==> src/rtl/trap_ctrl.sv <==
// trap_ctrl: sequences trap entry and return around the PC register.
// Arbitrates masked level-sensitive interrupts against synchronous
// exceptions, saves the resume address (epc) and cause, and issues
// one-cycle PC redirects to the trap vectors and back to epc on eret.
//
// Ports:
//   clk, reset      clock (rising edge), asynchronous active-high reset
//   irq_req         level-sensitive interrupt requests
//   mask_we/wdata   interrupt mask write (1 = enabled)
//   exc/exc_cause   exception pulse and code for the current instruction
//   ia              address of the current instruction
//   pcin            next-PC value from the datapath
//   eret            return-from-trap pulse
//   redirect        PC loads redirect_pc this cycle
//   redirect_pc     redirect target (holds when redirect is low)
//   irq_ack         one-hot acknowledge of the taken interrupt
//   epc             saved resume address
//   cause           {irq, nested, 2'b00, index/code}
//   irq_mask        current interrupt mask
//   in_handler      high while a trap is being serviced
module trap_ctrl #(
  parameter int unsigned N_IRQ   = 4,
  parameter logic [31:0] VEC_EXC = 32'h8000_0004,
  parameter logic [31:0] VEC_IRQ = 32'h8000_0008
) (
  input  logic             clk,
  input  logic             reset,
  input  logic [N_IRQ-1:0] irq_req,
  input  logic             mask_we,
  input  logic [N_IRQ-1:0] mask_wdata,
  input  logic             exc,
  input  logic [3:0]       exc_cause,
  input  logic [31:0]      ia,
  input  logic [31:0]      pcin,
  input  logic             eret,
  output logic             redirect,
  output logic [31:0]      redirect_pc,
  output logic [N_IRQ-1:0] irq_ack,
  output logic [31:0]      epc,
  output logic [7:0]       cause,
  output logic [N_IRQ-1:0] irq_mask,
  output logic             in_handler
);

  typedef enum logic [1:0] {
    RUN     = 2'd0,
    ENTER   = 2'd1,
    HANDLER = 2'd2,
    LEAVE   = 2'd3
  } state_t;

  state_t           state, state_nxt;
  logic             redirect_nxt;
  logic [31:0]      redirect_pc_nxt;
  logic [N_IRQ-1:0] irq_ack_nxt;
  logic [31:0]      epc_nxt;
  logic [7:0]       cause_nxt;
  logic [N_IRQ-1:0] irq_mask_nxt;
  logic             in_handler_nxt;

  logic [N_IRQ-1:0] pending;
  logic [3:0]       irq_idx;
  logic             irq_found;

  // Lowest-index priority encoder over the masked requests (old mask).
  always_comb begin
    pending   = irq_req & irq_mask;
    irq_idx   = 4'd0;
    irq_found = |pending;
    for (int i = int'(N_IRQ) - 1; i >= 0; i--) begin
      if (pending[i]) irq_idx = 4'(i);
    end
  end

  // State register and registered outputs.
  always_ff @(posedge clk or posedge reset) begin
    if (reset) begin
      state       <= RUN;
      redirect    <= 1'b0;
      redirect_pc <= 32'h0;
      irq_ack     <= '0;
      epc         <= 32'h0;
      cause       <= 8'h0;
      irq_mask    <= '0;
      in_handler  <= 1'b0;
    end else begin
      state       <= state_nxt;
      redirect    <= redirect_nxt;
      redirect_pc <= redirect_pc_nxt;
      irq_ack     <= irq_ack_nxt;
      epc         <= epc_nxt;
      cause       <= cause_nxt;
      irq_mask    <= irq_mask_nxt;
      in_handler  <= in_handler_nxt;
    end
  end

  // Next state and next register values. Redirect/ack are computed on
  // the transition into ENTER/LEAVE so they are visible during that state.
  always_comb begin
    state_nxt       = state;
    redirect_nxt    = 1'b0;
    redirect_pc_nxt = redirect_pc;
    irq_ack_nxt     = '0;
    epc_nxt         = epc;
    cause_nxt       = cause;
    irq_mask_nxt    = mask_we ? mask_wdata : irq_mask;
    in_handler_nxt  = in_handler;

    unique case (state)
      RUN: begin
        // Exception wins; a coincident interrupt stays pending.
        if (exc) begin
          epc_nxt         = ia;
          cause_nxt       = {4'b0000, exc_cause};
          redirect_nxt    = 1'b1;
          redirect_pc_nxt = VEC_EXC;
          state_nxt       = ENTER;
        end else if (irq_found) begin
          epc_nxt         = pcin;
          cause_nxt       = {4'b1000, irq_idx};
          irq_ack_nxt     = N_IRQ'(1) << irq_idx;
          redirect_nxt    = 1'b1;
          redirect_pc_nxt = VEC_IRQ;
          state_nxt       = ENTER;
        end
      end
      ENTER: begin
        in_handler_nxt = 1'b1;
        state_nxt      = HANDLER;
      end
      HANDLER: begin
        // Nested fault keeps the original epc so eret resumes the first trap.
        if (exc) begin
          cause_nxt       = {4'b0100, exc_cause};
          redirect_nxt    = 1'b1;
          redirect_pc_nxt = VEC_EXC;
          state_nxt       = ENTER;
        end else if (eret) begin
          redirect_nxt    = 1'b1;
          redirect_pc_nxt = epc;
          state_nxt       = LEAVE;
        end
      end
      LEAVE: begin
        in_handler_nxt = 1'b0;
        cause_nxt[6]   = 1'b0;
        state_nxt      = RUN;
      end
      default: state_nxt = RUN;
    endcase
  end

endmodule

==> config.mk <==
export PLATFORM = sky130hd
export DESIGN_NAME = trap_ctrl
export DESIGN_NICKNAME = d
export VERILOG_FILES = /design/src/rtl/trap_ctrl.sv
export SDC_FILE = /design/constraint.sdc
export NUM_CORES = 1
export LEC_CHECK = 0
export CORE_ASPECT_RATIO = 1.2
export CORE_UTILIZATION = 42
export DETAILED_ROUTE_END_ITERATION = 6
export PLACE_DENSITY = 0.88
export SETUP_SLACK_MARGIN = 0.4
export SLEW_MARGIN = 10
export SYNTH_ARGS = -nofsm -noshare
export SYNTH_HDL_FRONTEND = slang
export SYNTH_SLANG_ARGS = --single-unit
export TNS_END_PERCENT = 5
==> constraint.sdc <==
create_clock -name clk -period 3.62 [get_ports clk]
set_clock_uncertainty 0.1 [all_clocks]
set_input_delay 0.724 -clock clk [delete_from_list [all_inputs] [get_ports clk]]
set_output_delay 0.724 -clock clk [all_outputs]
set_load 0.01 [all_outputs]
Word-level counts from Yosys, hierarchy flattened --
Index checks and enable logic that the tools add are counted. Widths: inputs -> output; s select.
Cells by class: add/subtract/negate cells 0, multipliers 0, divide/modulo/power cells 0, order comparisons 0, equality and inequality tests 6, shift operators 1, muxes and demuxes 31, bitwise logic cells 1, reduce and logical (&&, ||, !) cells 11
Operators by type and width (count):
- $mux 32 | 6
- $pmux 32 s2 | 1
- $mux 4 | 6
- $mux 8 | 3
- $pmux 6 s2 | 1
- $mux 2 | 5
- $reduce_and 3->1 | 3
- $pmux 2 s4 | 1
- $ne 3x3->1 const B | 2
- $pmux 1 s2 | 3
- $reduce_bool 2->1 | 3
- $and 4x4->4 | 1
- $eq 2x2->1 const B | 2
- $mux 1 | 4
- $reduce_and 2->1 | 2
- $reduce_or 4->1 | 1
- $shl 1x4->4 const A | 1
- $pmux 1 s3 | 1
- $reduce_bool 3->1 | 1
- $eq 2x1->1 const B | 1
- $logic_not 2->1 | 1
- $ne 2x2->1 const B | 1
Word-level totals: bits in registers 84, latch bits 0, memory bits (writable) 0, memory bits (read-only) 0, bits of input ports 81, logic and storage cells 59, memories kept 0

Longest topological paths before layout --
depth in word-level cells 9, depth in mapped cells 7, mapped depth without buffers 5

Least setup slack after synthesis --
Ideal clock, no wire load.
path kind input port to flip-flop, start input port exc, end register epc[10], library setup time 0.119 ns, data arrival time 1.626 ns, setup slack 1.775 ns, stages on the path 4, cells stage by stage buf_2 clkbuf_1 mux2i_1 o21ai_2
Between the ends: word-level cells in the longest chain between the ends 2, elaborated cells on any way between the ends 3, those cells by class mux: 1; reduce/logical: 2
Ends and longest elaborated chain:
- start, declared | line 31 | input logic exc,
- $reduce_bool 2->1 (no source line)
- $reduce_and 2->1 (no source line)
- end signal, assigned | line 91 | epc <= epc_nxt;
- end, declared | line 39 | output logic [31:0] epc,
Several ways; a longest one is shown, not always the timed one. A chain may end at the register's enable or synchronous reset.

Worst setup path in the final report --
start input port irq_req[3], end register redirect_pc[14]
Between the ends: word-level cells in the longest chain between the ends 4
Ends and longest elaborated chain:
- start, declared | line 28 | input logic [N_IRQ-1:0] irq_req,
- $and 4x4->4 | line 67 | pending = irq_req & irq_mask;
- $reduce_or 4->1 | line 69 | irq_found = |pending;
- $ne 3x3->1 (no source line)
- $reduce_and 3->1 (no source line)
- end signal, assigned | line 89 | redirect_pc <= redirect_pc_nxt;
- end, declared | line 37 | output logic [31:0] redirect_pc,
No other way between the ends.

==> summary.md <==
| Metric | Value |
|---|---|
| Outcome | complete, no violations |
| Die Y | 104 um |
| Synth top area cells | dfrtp_1 (57%), mux2i_1 (9.1%), a22o_1 (7.0%) |
| FMAX | 412 MHz |
| CP endpoint kind | flip-flop |
| Routed length per instance | approximately 16 um |
| R2r setup slk | between 1 and 1.5 ns |
| Rows | 36 |
| Die area | between 9000 and 10000 sq um |
| Root Driver | clkbuf_8 |
| Core area | between 8000 and 9000 sq um |
| Initial Utilization | 0.439 |
| Slew @ Worst Pin | roughly 1.2 ns |
| First-pass iteration count of the detailed router | 4 |
| H-tree depth | 3 |
| RR Endpoint | redirect_pc[14] |
| Seq/Total Area, Yosys | 0.566 |
| Max incr delay on CP | between 0.4 and 0.5 ns |
| Library cells used by synthesis | 33 |
| Cts repair resizes | 0 |
| #FFs+latches synth | 82 |
| RSZ-0062 raised after global routing | false |
| Detail Route Antenna Nets | 0 |
| Total number of yosys warnings | 0 |
| IO Count | ~160 |
| Port Buffers | 160 |
| Yosys top cell area share | 0.566 |
| Minimum clock period | approximately 2.4 ns |
| Worst setup SP type | input pin |
| # DRC | 0 |
| Layout cell share with drive strength beyond 1 | 0.130 |
| Setup CP Type | in2reg |
| CTS sink count | approximately 80 |
| Pwr Density | roughly 700 nW/um^2 |
| Post-synth EDFFs | 0 |
| Vias per std cell | approximately 5.2 |
| First-pass GRT wire length | between 15000 and 20000 um |
| Final slew viol count | 0 |
| Worst path cell trace | clkdlybuf4s50_1 -> a22oi_2 -> a31oi_1 -> o21bai_2 -> buf_4 -> a22o_1 |
| Async SR Flop Fraction | 1.00 |
| Crit Path Max Fanout | 12 |
| First DRT Iteration DRCs | approximately 150 |
| CTS max path bufs | 2 |
| Top Family by Delay on Critical Path | compound AO/OA/AOI/OAI gates |
| Antenna cells | 0 |
| Largest area contributor in the netlist | dfrtp_1 |
| Total track usage | 0.217 |
| Top-count cell post-synth | dfrtp_1 |
| DP Wirelength | 6710 um |
| NumNets Final | 539 |
| Synthesized area | about 3600 sq um |
| Max Cap Viol | 0 |
| WHS Path Cells | 2 |
| CP Launch Point | irq_req[3] |
| Worst EP arrival | 2.60 ns |
| Final WL | between 9000 and 10000 um |
| Routed via count | about 3000 |
| Most used DFF post-synth | dfrtp_1 |
| Total negative slack | 0 ns |
| Largest net degree at the start of global routing | just over 80 |
| Critical path's slowest cell | clkdlybuf4s50_1 |
| CP required | around 3.8 ns |
| Worst path bufs/invs | 2 |
| Worst Setup EP | redirect_pc[14] |
| Reg2Reg Depth | 3 |
| Setup bufs post-CTS | 0 |
| Vias in the first global route | 2994 |
| Leakage power | between 2 and 2.5 nW |
| Slew HR | 0.233 |
| Overflow after GRT | 0 |
| Hold Path Class | reg2reg |
| Post-Syn Area per Cell | 11.9 sq um |
| Power Total | 3.95 mW |
| CTS tree | done |
| Reg-to-reg startpoint | state[1] |
| Final Hold Viols | 0 |
| Synthesized instance count | just over 300 |
| Antenna violations before repair | 0 |
| Area added between synthesis and finish | 51.5% |
| Peak VDD IR | between 0.3 and 0.4 mV |
| Final setup fails | 0 |
| Hold Buf Count CTS | 0 |
| Num CTS Buffers | 9 |
| Gpl congestion | around 0.9 |
| Worst-Skew Late Latency | 0.34 ns |
| Die extent in x | approximately 87 um |
| Clk slew on worst S/H paths | roughly 0.09 ns |
| Final Cycle Share | 0.671 |
| WP depth | 6 |
| Synth top cells by count | dfrtp_1 (82), nand2_1 (45), mux2i_1 (33) |
==> worst min-delay path by stage <==
stage                    start               to  slack, ns
2_1_floorplan          epc[27]          epc[27]       0.43
3_3_place_gp          cause[7]         cause[7]       0.38
3_5_place_dp   redirect_pc[24]  redirect_pc[24]       0.39
4_1_cts                epc[24]          epc[24]       0.41
5_1_grt                epc[24]  redirect_pc[24]       0.43
6_report               epc[24]          epc[24]       0.41
==> cells in the final DEF (no fill, tap or decap) <==
| master | Yosys | routed |
|---|---|---|
| clkbuf_1 | 3 | 1 |
| nand3_1 | 4 | 4 |
| inv_1 | 9 | 8 |
| nand3b_1 | 1 | 1 |
| clkinv_2 | 0 | 1 |
| buf_2 | 8 | 1 |
| o21bai_2 | 1 | 1 |
| o211ai_1 | 2 | 2 |
| a22o_1 | 29 | 29 |
| mux2_2 | 6 | 6 |
| nor2_1 | 8 | 8 |
| nand2_1 | 45 | 45 |
| o21ai_0 | 11 | 11 |
| inv_6 | 0 | 2 |
| nor2b_1 | 2 | 2 |
| or3_1 | 1 | 1 |
| dfrtp_1 | 82 | 82 |
| a31oi_1 | 1 | 1 |
| and3_1 | 1 | 1 |
| mux2i_1 | 33 | 33 |
| conb_1 | 1 | 2 |
| o21ai_2 | 28 | 28 |
| o41ai_1 | 1 | 1 |
| a21boi_1 | 1 | 1 |
| nand2b_1 | 2 | 2 |
| nor4_1 | 2 | 2 |
| a311o_2 | 0 | 1 |
| buf_12 | 0 | 2 |
| buf_4 | 5 | 3 |
| o32ai_1 | 1 | 1 |
| a22oi_2 | 2 | 2 |
| a32oi_1 | 2 | 2 |
| clkbuf_8 | 0 | 10 |
| clkdlybuf4s50_1 | 0 | 159 |
| clkinvlp_4 | 0 | 1 |
| bufinv_16 | 0 | 2 |
| a2bb2oi_1 | 1 | 1 |
| o31ai_1 | 1 | 1 |
| a21oi_1 | 2 | 2 |
==> area by class of cell <==
cell class / instances / area [sq um]
multi-input combinational: 191 / 1370
sequential: 82 / 2050
clock buffer: 11 / 141
timing repair buffer: 165 / 1660
fill: 617 / 2750
inverter: 9 / 35.0
clock inverter: 5 / 85.1
tap: 114 / 143
==> worst register-to-register path, stage by stage (launching register included) <==
cell and delay (ns):
dfrtp_1 0.59, nor2b_1 0.38, and3_1 0.99, a22o_1 0.26
==> metrics by stage <==
stage | area, sq um | util | setup slack, ns | instances | hold WS [ns]
after floorplan | 3630 | - | 0.688 | 305 | 0.427
after global placement | 5260 | 0.638 | 0.952 | 561 | 0.379
after detailed placement | 5260 | 0.638 | 0.851 | 561 | 0.390
after CTS | 5490 | 0.666 | 1.22 | 577 | 0.410
after global routing | 5490 | 0.666 | 1.02 | 577 | 0.426
final | 5490 | 0.666 | 1.19 | 577 | 0.406
==> per-layer routing <==
metal	GRT usage	part of all wire	up-vias
li1	-	-	1388
met3	0.0494	0.065	18
met1	0.263	0.39	1448
met5	0	0	-
met4	0.0810	0.019	0
met2	0.371	0.53	133
==> power by group <==
part	internal (mW)	switching, mW	leakage, nW
clock network	0.413	0.334	0.111
registers	1.23	0.273	1.05
logic	0.911	0.789	1.27
total	2.55	1.40	2.43
==> sequential cells by signal (all words and copies together) (netlist names) <==
signal	cells
epc	32
redirect_pc	32
cause	6
irq_ack	4
irq_mask	4
state	2
in_handler	1
redirect	1
==> kinds of logic (layout without fill, tap and decap cells) <==
logic type	after synthesis	after routing	synth area share
other	1	2	0.00104
buffers and inverters	32	190	0.0556
muxes	39	39	0.110
AOI/OAI and AO/OA	84	84	0.191
DFF	82	82	0.566
and+or+nand+nor	66	66	0.0763
No activity file was read; power rests on OpenSTA's default activity.
